--- src/rtl/mem_arbiter_if.sv ---
`default_nettype none
// ============================================================================
// Module   : mem_arbiter_if
// Purpose  : Requester-side and RAM-side signal bundle for mem_arbiter.
// Revision : 1.0 - initial release
// ============================================================================
interface mem_arbiter_if #(
   parameter int DATA_W = 16,
   parameter int ADDR_W = 16
);

   // Instruction-fetch port
   logic              if_req;
   logic [ADDR_W-1:0] if_addr;
   logic              if_gnt;
   logic              if_rvalid;
   logic [DATA_W-1:0] if_rdata;

   // Data load/store port
   logic              d_req;
   logic              d_we;
   logic [ADDR_W-1:0] d_addr;
   logic [DATA_W-1:0] d_wdata;
   logic              d_gnt;
   logic              d_rvalid;
   logic [DATA_W-1:0] d_rdata;

   // Single-port RAM side
   logic              ram_we;
   logic [ADDR_W-1:0] ram_addr;
   logic [DATA_W-1:0] ram_wdata;
   logic [DATA_W-1:0] ram_rdata;

   // Arbiter view
   modport slave (
      input  if_req, if_addr, d_req, d_we, d_addr, d_wdata, ram_rdata,
      output if_gnt, if_rvalid, if_rdata, d_gnt, d_rvalid, d_rdata,
             ram_we, ram_addr, ram_wdata
   );

   // Requester / RAM-model view
   modport master (
      output if_req, if_addr, d_req, d_we, d_addr, d_wdata, ram_rdata,
      input  if_gnt, if_rvalid, if_rdata, d_gnt, d_rvalid, d_rdata,
             ram_we, ram_addr, ram_wdata
   );

endinterface : mem_arbiter_if
`default_nettype wire

--- src/rtl/mem_arbiter.sv ---
`default_nettype none
// ============================================================================
// Module   : mem_arbiter
// Purpose  : Serialises fetch and data accesses onto one single-port RAM.
// Config   : define MEM_ARB_ROUND_ROBIN_EN for round-robin arbitration,
//            otherwise fixed priority with data over fetch.
// Revision : 1.0 - initial release
// ============================================================================
module mem_arbiter #(
   parameter int DATA_W = 16,
   parameter int ADDR_W = 16,
   parameter int RD_LAT = 1
) (
   input  logic         clk,
   input  logic         reset,
   mem_arbiter_if.slave bus,
   output logic         busy
);

   generate
      if (RD_LAT < 1 || RD_LAT > 3) begin : g_rd_lat_illegal
         $error("mem_arbiter: RD_LAT must be in the range 1..3");
      end
   endgenerate

   typedef enum logic [0:0] {
      IDLE   = 1'b0,
      ACCESS = 1'b1
   } state_t;

   localparam logic [1:0] LAT_INIT = 2'(RD_LAT);

   state_t            state_q,     state_d;
   logic [1:0]        lat_cnt_q,   lat_cnt_d;
   logic              own_data_q,  own_data_d;
   logic              wr_q,        wr_d;
   logic              if_gnt_q,    if_gnt_d;
   logic              d_gnt_q,     d_gnt_d;
   logic              if_rvalid_q, if_rvalid_d;
   logic              d_rvalid_q,  d_rvalid_d;
   logic [DATA_W-1:0] if_rdata_q,  if_rdata_d;
   logic [DATA_W-1:0] d_rdata_q,   d_rdata_d;
   logic              ram_we_q,    ram_we_d;
   logic [ADDR_W-1:0] ram_addr_q,  ram_addr_d;
   logic [DATA_W-1:0] ram_wdata_q, ram_wdata_d;

   logic              grant;
   logic              pick_data;

   assign grant = (state_q == IDLE) && (bus.if_req || bus.d_req);

`ifdef MEM_ARB_ROUND_ROBIN_EN
   // Pointer remembers who won last; it resets to "data" so fetch wins the first tie.
   logic last_data_q, last_data_d;

   always_comb begin
      pick_data = bus.d_req;
      if (bus.d_req && bus.if_req) begin
         pick_data = ~last_data_q;
      end
   end

   always_comb begin
      last_data_d = last_data_q;
      if (grant) begin
         last_data_d = pick_data;
      end
   end

   always_ff @(posedge clk or negedge reset) begin
      if (!reset) begin
         last_data_q <= 1'b1;
      end else begin
         last_data_q <= last_data_d;
      end
   end
`else
   assign pick_data = bus.d_req;
`endif

   always_comb begin
      state_d     = state_q;
      lat_cnt_d   = lat_cnt_q;
      own_data_d  = own_data_q;
      wr_d        = wr_q;
      if_gnt_d    = 1'b0;
      d_gnt_d     = 1'b0;
      if_rvalid_d = 1'b0;
      d_rvalid_d  = 1'b0;
      if_rdata_d  = if_rdata_q;
      d_rdata_d   = d_rdata_q;
      ram_we_d    = 1'b0;
      ram_addr_d  = ram_addr_q;
      ram_wdata_d = ram_wdata_q;

      case (state_q)
         IDLE: begin
            if (grant) begin
               state_d    = ACCESS;
               lat_cnt_d  = LAT_INIT;
               own_data_d = pick_data;
               if (pick_data) begin
                  d_gnt_d     = 1'b1;
                  wr_d        = bus.d_we;
                  ram_we_d    = bus.d_we;
                  ram_addr_d  = bus.d_addr;
                  ram_wdata_d = bus.d_wdata;
               end else begin
                  if_gnt_d    = 1'b1;
                  wr_d        = 1'b0;
                  ram_addr_d  = bus.if_addr;
               end
            end
         end

         ACCESS: begin
            if (wr_q) begin
               state_d   = IDLE;
               lat_cnt_d = 2'd0;
            end else begin
               lat_cnt_d = lat_cnt_q - 2'd1;
               // Last latency cycle: RAM output is valid now, hand it to the owner.
               if (lat_cnt_q == 2'd1) begin
                  state_d = IDLE;
                  if (own_data_q) begin
                     d_rvalid_d = 1'b1;
                     d_rdata_d  = bus.ram_rdata;
                  end else begin
                     if_rvalid_d = 1'b1;
                     if_rdata_d  = bus.ram_rdata;
                  end
               end
            end
         end

         default: begin
            state_d = IDLE;
         end
      endcase
   end

   always_ff @(posedge clk or negedge reset) begin
      if (!reset) begin
         state_q     <= IDLE;
         lat_cnt_q   <= 2'd0;
         own_data_q  <= 1'b0;
         wr_q        <= 1'b0;
         if_gnt_q    <= 1'b0;
         d_gnt_q     <= 1'b0;
         if_rvalid_q <= 1'b0;
         d_rvalid_q  <= 1'b0;
         if_rdata_q  <= '0;
         d_rdata_q   <= '0;
         ram_we_q    <= 1'b0;
         ram_addr_q  <= '0;
         ram_wdata_q <= '0;
      end else begin
         state_q     <= state_d;
         lat_cnt_q   <= lat_cnt_d;
         own_data_q  <= own_data_d;
         wr_q        <= wr_d;
         if_gnt_q    <= if_gnt_d;
         d_gnt_q     <= d_gnt_d;
         if_rvalid_q <= if_rvalid_d;
         d_rvalid_q  <= d_rvalid_d;
         if_rdata_q  <= if_rdata_d;
         d_rdata_q   <= d_rdata_d;
         ram_we_q    <= ram_we_d;
         ram_addr_q  <= ram_addr_d;
         ram_wdata_q <= ram_wdata_d;
      end
   end

   assign bus.if_gnt    = if_gnt_q;
   assign bus.if_rvalid = if_rvalid_q;
   assign bus.if_rdata  = if_rdata_q;
   assign bus.d_gnt     = d_gnt_q;
   assign bus.d_rvalid  = d_rvalid_q;
   assign bus.d_rdata   = d_rdata_q;
   assign bus.ram_we    = ram_we_q;
   assign bus.ram_addr  = ram_addr_q;
   assign bus.ram_wdata = ram_wdata_q;
   assign busy          = (state_q == ACCESS);

endmodule : mem_arbiter
`default_nettype wire
--- src/flat_wrapper.sv ---
// flat-port wrapper written by rule: the top's interface ports become plain ports
module mem_arbiter_flat 
#(
   parameter int DATA_W = 16,
   parameter int ADDR_W = 16,
   parameter int RD_LAT = 1
)
  (clk, reset, busy, bus_if_req, bus_if_addr, bus_d_req, bus_d_we, bus_d_addr, bus_d_wdata, bus_ram_rdata, bus_if_gnt, bus_if_rvalid, bus_if_rdata, bus_d_gnt, bus_d_rvalid, bus_d_rdata, bus_ram_we, bus_ram_addr, bus_ram_wdata);
  mem_arbiter_if #(.DATA_W(DATA_W), .ADDR_W(ADDR_W)) bus_i ();
  input  logic clk;
  input  logic reset;
  output logic busy;
  input wire logic [$bits(bus_i.if_req)-1:0] bus_if_req;
  input wire logic [$bits(bus_i.if_addr)-1:0] bus_if_addr;
  input wire logic [$bits(bus_i.d_req)-1:0] bus_d_req;
  input wire logic [$bits(bus_i.d_we)-1:0] bus_d_we;
  input wire logic [$bits(bus_i.d_addr)-1:0] bus_d_addr;
  input wire logic [$bits(bus_i.d_wdata)-1:0] bus_d_wdata;
  input wire logic [$bits(bus_i.ram_rdata)-1:0] bus_ram_rdata;
  output wire logic [$bits(bus_i.if_gnt)-1:0] bus_if_gnt;
  output wire logic [$bits(bus_i.if_rvalid)-1:0] bus_if_rvalid;
  output wire logic [$bits(bus_i.if_rdata)-1:0] bus_if_rdata;
  output wire logic [$bits(bus_i.d_gnt)-1:0] bus_d_gnt;
  output wire logic [$bits(bus_i.d_rvalid)-1:0] bus_d_rvalid;
  output wire logic [$bits(bus_i.d_rdata)-1:0] bus_d_rdata;
  output wire logic [$bits(bus_i.ram_we)-1:0] bus_ram_we;
  output wire logic [$bits(bus_i.ram_addr)-1:0] bus_ram_addr;
  output wire logic [$bits(bus_i.ram_wdata)-1:0] bus_ram_wdata;
  assign bus_i.if_req = bus_if_req;
  assign bus_i.if_addr = bus_if_addr;
  assign bus_i.d_req = bus_d_req;
  assign bus_i.d_we = bus_d_we;
  assign bus_i.d_addr = bus_d_addr;
  assign bus_i.d_wdata = bus_d_wdata;
  assign bus_i.ram_rdata = bus_ram_rdata;
  assign bus_if_gnt = bus_i.if_gnt;
  assign bus_if_rvalid = bus_i.if_rvalid;
  assign bus_if_rdata = bus_i.if_rdata;
  assign bus_d_gnt = bus_i.d_gnt;
  assign bus_d_rvalid = bus_i.d_rvalid;
  assign bus_d_rdata = bus_i.d_rdata;
  assign bus_ram_we = bus_i.ram_we;
  assign bus_ram_addr = bus_i.ram_addr;
  assign bus_ram_wdata = bus_i.ram_wdata;
  mem_arbiter #(.DATA_W(DATA_W), .ADDR_W(ADDR_W), .RD_LAT(RD_LAT)) u_core (.clk(clk), .reset(reset), .bus(bus_i), .busy(busy));
endmodule
--- config.mk ---
export PLATFORM = sky130hd
export DESIGN_NAME = mem_arbiter_flat
export DESIGN_NICKNAME = d
export VERILOG_FILES = /design/src/rtl/mem_arbiter_if.sv /design/src/rtl/mem_arbiter.sv /design/src/flat_wrapper.sv
export SDC_FILE = /design/constraint.sdc
export NUM_CORES = 1
export LEC_CHECK = 0
export CAP_MARGIN = 20
export CORE_ASPECT_RATIO = 1.75
export CORE_MARGIN = 10
export CORE_UTILIZATION = 40
export CTS_CLUSTER_SIZE = 16
export DETAILED_ROUTE_END_ITERATION = 8
export GPL_ROUTABILITY_DRIVEN = 0
export PLACE_DENSITY = 0.79
export SLEW_MARGIN = 20
export SYNTH_ARGS = -nofsm -noshare
export SYNTH_HDL_FRONTEND = slang
export SYNTH_SLANG_ARGS = --single-unit
--- constraint.sdc ---
create_clock -name clk -period 2.2 [get_ports clk]
set_input_delay 0.33 -clock clk [delete_from_list [all_inputs] [get_ports clk]]
set_output_delay 0.33 -clock clk [all_outputs]
set_load 0.005 [all_outputs]
== After elaboration in Yosys (flattened, before gate mapping) ==
Cells that the tools add are included.
W data, S select, Z words.

* Flip-flop bits (word level): 74
* Bits in latches: 0
* Bits in writable memories: 0
* Bits in read-only memories: 0
* Bits of input ports: 69
* Output and inout port bits: 70
* Logic and storage cells: 50
* Memories kept: 0

* Add/subtract/negate cells: 1
* Multiply operators: 0
* Divide/modulo/power cells: 0
* Order comparisons: 0
* Equality and inequality tests: 2
* Shift operators: 0
* Multiplexer cells: 25
* Bitwise gates (word level): 3
* Reduce and logical (&&, ||, !) cells: 6

{| class="wikitable"
|+ Operators by type and width
! kind !! count
|-
| $mux W1 || 20
|-
| $mux W16 || 1
|-
| $reduce_and A4 Y1 || 2
|-
| $mux W2 || 2
|-
| $pmux W2 S2 || 1
|-
| $not A1 Y1 || 3
|-
| $reduce_and A3 Y1 || 1
|-
| $eq A2 B1 Y1 const B || 1
|-
| $ne A2 B1 Y1 const B || 1
|-
| $pmux W1 S2 || 1
|-
| $reduce_and A2 Y1 || 1
|-
| $sub A2 B1 Y2 const B || 1
|-
| $logic_and A1 B1 Y1 || 1
|-
| $logic_or A1 B1 Y1 || 1
|}

== Depth between registers and ports, before layout ==
Gate-level depths: netlist of the first run.

* Depth in word-level cells: 4
* Mapped depth: 6
* Depth with buffers taken out: 5

== Worst setup path after synthesis of the first run ==
Ideal clock, no wire load.

* Kind: register to register
* Start point: reg u_core.lat_cnt_q[1]
* End point: reg u_core.if_rdata_q[10], in the netlist u_core.bus.if_rdata[10]
* Library setup time: 125 ps
* Arrival time: 1575 ps
* Data required time: 2075 ps
* Slack: 500 ps
* Stages on the path, launching flop included: 7
* Path buffers: 1
* Clock period less this slack: 1700 ps
* Cell sequence: dfrtp_1 -> inv_1 -> ha_1 -> inv_1 -> nor4_4 -> buf_6 -> mux2_2

* Cells in the longest elaborated chain, start to end: 2

{| class="wikitable"
|+ RTL lines
! what !! line !! text
|-
| start, declared || mem_arbiter.sv:34 || <nowiki>logic [1:0] lat_cnt_q, lat_cnt_d;</nowiki>
|-
| start signal, assigned || mem_arbiter.sv:159 || <nowiki>lat_cnt_q <= lat_cnt_d;</nowiki>
|-
| $eq A2 B1 Y1 || mem_arbiter.sv:123 || <nowiki>if (lat_cnt_q == 2'd1) begin</nowiki>
|-
| $reduce_and A4 Y1 (no source line) || -- ||
|-
| end signal, assigned || mem_arbiter.sv:166 || <nowiki>if_rdata_q <= if_rdata_d;</nowiki>
|-
| end, declared || mem_arbiter.sv:41 || <nowiki>logic [DATA_W-1:0] if_rdata_q, if_rdata_d;</nowiki>
|}

No other way between the ends.
A chain may end at the register's enable or synchronous reset.

== Worst setup path in the final report of the first run ==
* Start point: reg u_core.state_q, in the netlist u_core.busy
* End point: reg u_core.if_rdata_q[12], in the netlist u_core.bus.if_rdata[12]

* Cells in the longest elaborated chain, start to end: 1

{| class="wikitable"
|+ RTL lines
! what !! line !! text
|-
| start, declared || mem_arbiter.sv:33 || <nowiki>state_t state_q, state_d;</nowiki>
|-
| start signal, assigned || mem_arbiter.sv:158 || <nowiki>state_q <= state_d;</nowiki>
|-
| $reduce_and A4 Y1 (no source line) || -- ||
|}

No other way between the ends.

==> summary.md, run 1 <==
| Metric | Value |
|---|---|
| Result of the run | `finished, final reports clean` |
| CTS tree | `built` |
| CTS Sinks | `74` |
| Slew @ Worst Pin | `0.702 ns` |
| Maximum number of pins on one net before global-route repair | `42` |
| Post-synthesis to final-layout area growth | `60.3%` |
| Clock root buffer | `sky130_fd_sc_hd__clkbuf_16` |
| Global-route usage over all layers | `0.152` |
| Count of unique library cells instantiated by Yosys | `24` |
| Required time at the endpoint of the critical path | `2.40 ns` |
| Clock-pin slew on the worst setup and hold paths | `0.05 ns` |
| Post-layout utilization of the core | `0.654` |
| Fmax | `0.575 GHz` |
| Flip-flop and latch count after synthesis | `74` |
| Ant. Diodes | `0` |
| Number of endpoints with negative hold slack in the final report | `0` |
| Leakage power | `1.99 nW` |
| Starting Density | `0.408` |
| Total power per unit cell area | `1400 nW/um^2` |
| Synth Net Count | `309` |
| Port Buffers | `138` |
| RSZ-0062 raised after global routing | `false` |
| Clock insertion delay at the later pin of the skew report | `0.32 ns` |
| Post-Syn Area per Cell | `12.2 sq um` |
| Number of detailed-route iterations in the first pass | `4` |
| Clock buffers created by TritonCTS | `9` |
| DRT Wirelength | `8610 um` |
| Worst Setup Path Type | `reg -> reg` |
| Count of boundary I/O pins | `139` |
| Classification of the worst-slack hold path | `reg -> reg` |
| Sequential share of the synthesized area | `0.637` |
| Cell area after synthesis | `2910 sq um` |
| Yosys synthesis warning count | `0` |
| Peak supply drop | `690 uV` |
| Setup tns final | `0 ns` |
| Final net count | `450` |
| Die Outline Area | `11200 sq um` |
| Total of max-cap violations | `0` |
| Via count normalized by instance count | `5.09` |
| Die Y-Extent | `133 um` |
| GRT Residual Overflow | `0` |
| Remaining design rule violation count | `0` |
| Number of buffers between clock root and the deepest sink | `2` |
| Final critical path time including I/O delays and setup | `1.74 ns` |
| Number of max-slew violations in the final report | `0` |
| Total half-perimeter wirelength after legalization and detailed placement | `6660 um` |
| Data arrival at the endpoint of the critical path | `1.94 ns` |
| Cell row count | `41` |
| Final setup vio count | `0` |
| Critical Path Start Type | `flip-flop` |
| Count of buffers added by post-CTS timing repair for setup | `0` |
| DIE WIDTH | `84.5 um` |
| Remaining antenna violation count after routing | `0` |
| Slew HR | `0.532` |
| Via count | `2393` |
| Critical path fanouts, max | `19` |
| Total power of the final layout | `6.55 mW` |
| Fraction of final layout cells sized beyond drive strength 1 | `0.146` |
| Average wire per cell in the routed design | `18.3 um` |
| Maximum level of the CTS H-tree | `3` |
| Critical path capture point type | `flip-flop` |
| Number of antenna violations at the first check in global routing | `0` |
| Final setup skew | `0.00343 ns` |
| Floorplan Core Area | `7130 sq um` |
| Final period util | `0.790` |
| Cells after Synth | `239` |
| First-pass GRT wire length | `13800 um` |
| Vias in the first global route | `2653` |
| DR iter-0 viols | `135` |
per-layer routing:
| layer | vias to the layer above | share of wire | GRT usage |
|---|---|---|---|
| met4 | 0 | 0.020 | 0.0616 |
| met2 | 104 | 0.54 | 0.268 |
| met1 | 1146 | 0.35 | 0.154 |
| li1 | 1132 | - | - |
| met5 | - | 0 | 0 |
| met3 | 11 | 0.088 | 0.0633 |
sequential cells by signal, indices dropped and copies added, names as in the netlist, 2 cells and up:
signal / cells
u_core.bus.d_rdata: 16
u_core.bus.if_rdata: 16
u_core.bus.ram_wdata: 16
u_core.bus.ram_addr: 16
u_core.lat_cnt_q: 2
logic make-up after synthesis:
kind of cell,count (synthesis),share of synthesized area
buffers and inverters,19,0.0284
muxes,32,0.124
adders and majority gates,1,0.00430
and+or+nand+nor,76,0.111
AOI/OAI and AO/OA,37,0.0955
DFF,74,0.637
synth_stat cells:
master | number | area, sq um
sky130_fd_sc_hd__dfrtp_1 | 74 | 1850
sky130_fd_sc_hd__nand2_1 | 50 | 188
sky130_fd_sc_hd__mux2_2 | 32 | 360
sky130_fd_sc_hd__nor2_1 | 18 | 67.6
sky130_fd_sc_hd__o22ai_1 | 16 | 100
sky130_fd_sc_hd__o32ai_1 | 16 | 140
sky130_fd_sc_hd__clkbuf_1 | 9 | 33.8
sky130_fd_sc_hd__buf_2 | 3 | 15.0
sky130_fd_sc_hd__inv_1 | 3 | 11.3
sky130_fd_sc_hd__nand2b_1 | 3 | 18.8
sky130_fd_sc_hd__o21ai_0 | 2 | 10.0
sky130_fd_sc_hd__a22o_1 | 1 | 8.76
sky130_fd_sc_hd__a32o_1 | 1 | 10.0
sky130_fd_sc_hd__and2_1 | 1 | 6.26
sky130_fd_sc_hd__buf_1 | 1 | 3.75
sky130_fd_sc_hd__buf_6 | 1 | 11.3
sky130_fd_sc_hd__clkinv_1 | 1 | 3.75
sky130_fd_sc_hd__ha_1 | 1 | 12.5
sky130_fd_sc_hd__inv_2 | 1 | 3.75
sky130_fd_sc_hd__nand3_2 | 1 | 10.0
sky130_fd_sc_hd__nor2b_1 | 1 | 6.26
sky130_fd_sc_hd__nor4_4 | 1 | 21.3
sky130_fd_sc_hd__o31a_1 | 1 | 8.76
sky130_fd_sc_hd__or2_2 | 1 | 6.26
metrics by stage:
step	hold slack [ns]	instance area (sq um)	setup slack, ns	instances
2_1_floorplan	0.0344	2910	0.500	239
3_3_place_gp	0.316	4380	0.420	454
3_5_place_dp	0.309	4380	0.345	454
4_1_cts	0.476	4660	0.439	470
5_1_grt	0.502	4660	0.308	470
6_report	0.475	4660	0.462	470
path summary, 6_finish.rpt:
kind	from	end	slack, ns	depth (start not counted)
setup / recovery	u_core.busy	u_core.bus.if_rdata[12]	0.46	4
hold / removal	u_core.bus.ram_wdata[7]	u_core.bus.ram_wdata[7]	0.47	2
setup reg to reg	u_core.busy	u_core.bus.if_rdata[12]	0.46	4
hold reg to reg	u_core.bus.ram_wdata[7]	u_core.bus.ram_wdata[7]	0.47	2
max in group asynchronous	reset	u_core.bus.d_gnt	1.12	3
min in group asynchronous	reset	u_core.bus.ram_addr[7]	0.52	2
layout make-up:
| type | count | area, sq um |
|---|---|---|
| timing repair buffer | 144 | 1440 |
| sequential | 74 | 1850 |
| clock buffer | 12 | 256 |
| tap | 86 | 108 |
| multi-input combinational | 146 | 975 |
| fill | 589 | 2470 |
| clock inverter | 3 | 15.0 |
| inverter | 5 | 18.8 |
worst max-delay path: stages (launching register included):
cell	delay (ns)
sky130_fd_sc_hd__dfrtp_1	0.46
sky130_fd_sc_hd__inv_2	0.21
sky130_fd_sc_hd__nor4_4	0.30
sky130_fd_sc_hd__buf_4	0.28
sky130_fd_sc_hd__mux2_2	0.36
layout by cell type, fill, tap and decap left out:
cell,count
sky130_fd_sc_hd__buf_4,5
sky130_fd_sc_hd__inv_2,1
sky130_fd_sc_hd__clkdlybuf4s50_1,137
sky130_fd_sc_hd__nor2_1,18
sky130_fd_sc_hd__o22ai_1,16
sky130_fd_sc_hd__inv_1,3
sky130_fd_sc_hd__nor2b_1,1
sky130_fd_sc_hd__nor4_4,1
sky130_fd_sc_hd__and2_1,1
sky130_fd_sc_hd__a32o_1,1
sky130_fd_sc_hd__ha_1,1
sky130_fd_sc_hd__a22o_1,1
sky130_fd_sc_hd__dlygate4sd3_1,1
sky130_fd_sc_hd__nand2_1,50
sky130_fd_sc_hd__clkinv_2,3
sky130_fd_sc_hd__or2_2,1
sky130_fd_sc_hd__o31a_1,1
sky130_fd_sc_hd__dfrtp_1,74
sky130_fd_sc_hd__o21ai_0,2
sky130_fd_sc_hd__mux2_2,32
sky130_fd_sc_hd__clkbuf_16,9
sky130_fd_sc_hd__clkbuf_1,1
sky130_fd_sc_hd__clkinv_1,1
sky130_fd_sc_hd__nand2b_1,3
sky130_fd_sc_hd__buf_12,1
sky130_fd_sc_hd__clkbuf_8,2
sky130_fd_sc_hd__o32ai_1,16
sky130_fd_sc_hd__nand3_2,1
power by group:
| group | switching (mW) | leakage (nW) | internal (mW) |
|---|---|---|---|
| Combinational | 1.03 | 0.974 | 1.76 |
| Sequential | 0.407 | 0.881 | 2.04 |
| Clock | 0.498 | 0.138 | 0.812 |
timing repair:
item / in CTS / in global routing
resized for setup: 0 / 0
endpoints found under the hold margin: 33 / 0
hold buffers: 1 / 0
No activity file was read; power rests on OpenSTA's default activity.
==> run 2: changes to the inputs <==
==> constraint.sdc (replaced) <==
create_clock -name clk -period 1.8 [get_ports clk]
set_input_delay 0.27 -clock clk [delete_from_list [all_inputs] [get_ports clk]]
set_output_delay 0.27 -clock clk [all_outputs]
set_load 0.005 [all_outputs]
==> summary.md, run 2 (synthesis results as in run 1) <==
| Metric | Value |
|---|---|
| Ant. Diodes | `0` |
| Count of boundary I/O pins | `139` |
| Critical Path Start Type | `flip-flop` |
| Floorplan Core Area | `7130 sq um` |
| Post-synthesis to final-layout area growth | `64.1%` |
| Clock insertion delay at the later pin of the skew report | `0.33 ns` |
| Data arrival at the endpoint of the critical path | `1.35 ns` |
| Ordered list of cells on the worst path | `clkdlybuf4s50_1` |
| Global-route usage over all layers | `0.155` |
| Maximum number of pins on one net before global-route repair | `46` |
| Cts hold-fix bufs | `1` |
| Number of buffers between clock root and the deepest sink | `2` |
| Leakage power | `2.04 nW` |
| Setup tns final | `0 ns` |
| DIE WIDTH | `84.5 um` |
| Remaining design rule violation count | `0` |
| GRT Residual Overflow | `0` |
| Die Y-Extent | `133 um` |
| DRT Wirelength | `8610 um` |
| Die Outline Area | `11200 sq um` |
| Final net count | `455` |
| Clock buffers created by TritonCTS | `9` |
| Worst Setup Path Type | `reg -> out` |
| Required time at the endpoint of the critical path | `1.53 ns` |
| Number of detailed-route iterations in the first pass | `4` |
| Final period util | `0.901` |
| Post-layout utilization of the core | `0.670` |
| Via count normalized by instance count | `5.08` |
| Critical path capture point type | `output pin` |
| Slowest cell delay on critical path | `0.57 ns` |
| Final setup vio count | `0` |
| Slew @ Worst Pin | `0.585 ns` |
| Maximum level of the CTS H-tree | `3` |
| Total power per unit cell area | `1760 nW/um^2` |
| Number of stages on the worst hold path | `3` |
| Reg2reg path depth | `6` |
| Kind of cell with the highest combined delay on the critical path | `buffers and inverters` |
| Peak supply drop | `986 uV` |
| Classification of the worst-slack hold path | `in -> reg` |
| Leading cell type in the layout, fill and taps excluded | `sky130_fd_sc_hd__clkdlybuf4s50_1` |
| Fraction of final layout cells sized beyond drive strength 1 | `0.159` |
| Clock root buffer | `sky130_fd_sc_hd__clkbuf_16` |
| Number of antenna violations at the first check in global routing | `0` |
| Count of buffers added by post-CTS timing repair for setup | `0` |
| CTS tree | `built` |
| End point of the most critical hold path | `u_core.bus.ram_wdata[12]` |
| Reg2reg setup slack | `0.19 ns` |
| RSZ-0062 raised after global routing | `false` |
| Total half-perimeter wirelength after legalization and detailed placement | `6650 um` |
| Port Buffers | `138` |
| Starting Density | `0.408` |
| Fmax | `0.616 GHz` |
| Remaining antenna violation count after routing | `0` |
| Destination of the worst register-to-register timing path | `u_core.bus.if_rdata[9]` |
| Number of max-slew violations in the final report | `0` |
| Final critical path time including I/O delays and setup | `1.62 ns` |
| Vias in the first global route | `2706` |
| Final setup skew | `0.00545 ns` |
| Average wire per cell in the routed design | `18.1 um` |
| Critical path fanouts, max | `8` |
| Footprint of the flip-flops and latches | `1850 sq um` |
| Cell with the biggest individual delay on the critical path | `sky130_fd_sc_hd__clkdlybuf4s50_1` |
| Number of endpoints with negative hold slack in the final report | `0` |
| Cell row count | `41` |
| First-pass GRT wire length | `14100 um` |
| # resized after CTS | `0` |
| Multi-input logic area | `975 sq um` |
| Clock-pin slew on the worst setup and hold paths | `0.06 ns` |
| Number of fill cells in the layout | `550` |
| Via count | `2418` |
| Most used cells in the layout excluding fill and tap cells | `137 x sky130_fd_sc_hd__clkdlybuf4s50_1, 74 x sky130_fd_sc_hd__dfrtp_1, 50 x sky130_fd_sc_hd__nand2_1` |
| Launching point of the worst reg2reg path | `u_core.lat_cnt_q[1]` |
| Slew HR | `0.610` |
| Buf/Inv on CP | `1` |
| CTS Sinks | `74` |
| DR iter-0 viols | `102` |
| Result of the run | `finished, final reports clean` |
| Total of max-cap violations | `0` |
| Hold path startpoint | `bus_d_wdata[12]` |
[run 2: layout make-up]
class / instances / share of cell area
clock buffers: 11 / 0.0508
clock inverters: 5 / 0.0162
inverters: 5 / 0.00393
multi-input cells: 146 / 0.204
flip-flops and latches: 74 / 0.388
well taps: 86 / 0.0225
repair buffers: 149 / 0.314
[run 2: through the flow]
stage | instance area, sq um | power [mW] | cells | setup slack (ns) | hold slack (ns)
finish | 4770 | 8.39 | 476 | 0.178 | 0.467
floorplan | 2910 | 4.31 | 239 | 0.100 | -0.0256
global route | 4770 | 8.95 | 476 | 0.0753 | 0.480
global placement | 4440 | 6.49 | 459 | 0.232 | 0.323
detailed placement | 4440 | 6.61 | 459 | 0.172 | 0.321
CTS | 4770 | 8.53 | 476 | 0.163 | 0.452
[run 2: tightest hold or removal path, stage by stage]
cell and delay, ns:
sky130_fd_sc_hd__clkdlybuf4s50_1 0.39, sky130_fd_sc_hd__nand2_1 0.05, sky130_fd_sc_hd__nand2_1 0.04
[run 2: worst max path at each step]
stage	start	to	slack, ns	cells past startpoint
2_1_floorplan	u_core.lat_cnt_q[1]	u_core.bus.if_rdata[10]	0.10	6
3_3_place_gp	bus_d_req	u_core.bus.ram_addr[1]	0.23	4
3_5_place_dp	u_core.lat_cnt_q[1]	u_core.bus.if_rdata[9]	0.17	6
4_1_cts	u_core.busy	busy	0.16	1
5_1_grt	u_core.lat_cnt_q[1]	u_core.bus.if_rdata[9]	0.08	6
6_report	u_core.busy	busy	0.18	1
[run 2: power breakdown]
group | switching, mW | internal [mW] | leakage, nW | total (mW)
registers | 0.518 | 2.49 | 0.881 | 3.01
clock network | 0.637 | 1.24 | 0.156 | 1.88
logic | 1.26 | 2.24 | 1.01 | 3.50
[run 2: per-layer routing]
metal | wire length [um] | global-route usage | up-vias
li1 | - | - | 1126
met1 | 2960 | 0.153 | 1173
met2 | 4600 | 0.270 | 102
met3 | 796 | 0.0658 | 17
met4 | 247 | 0.0744 | 0
met5 | 0 | 0 | -
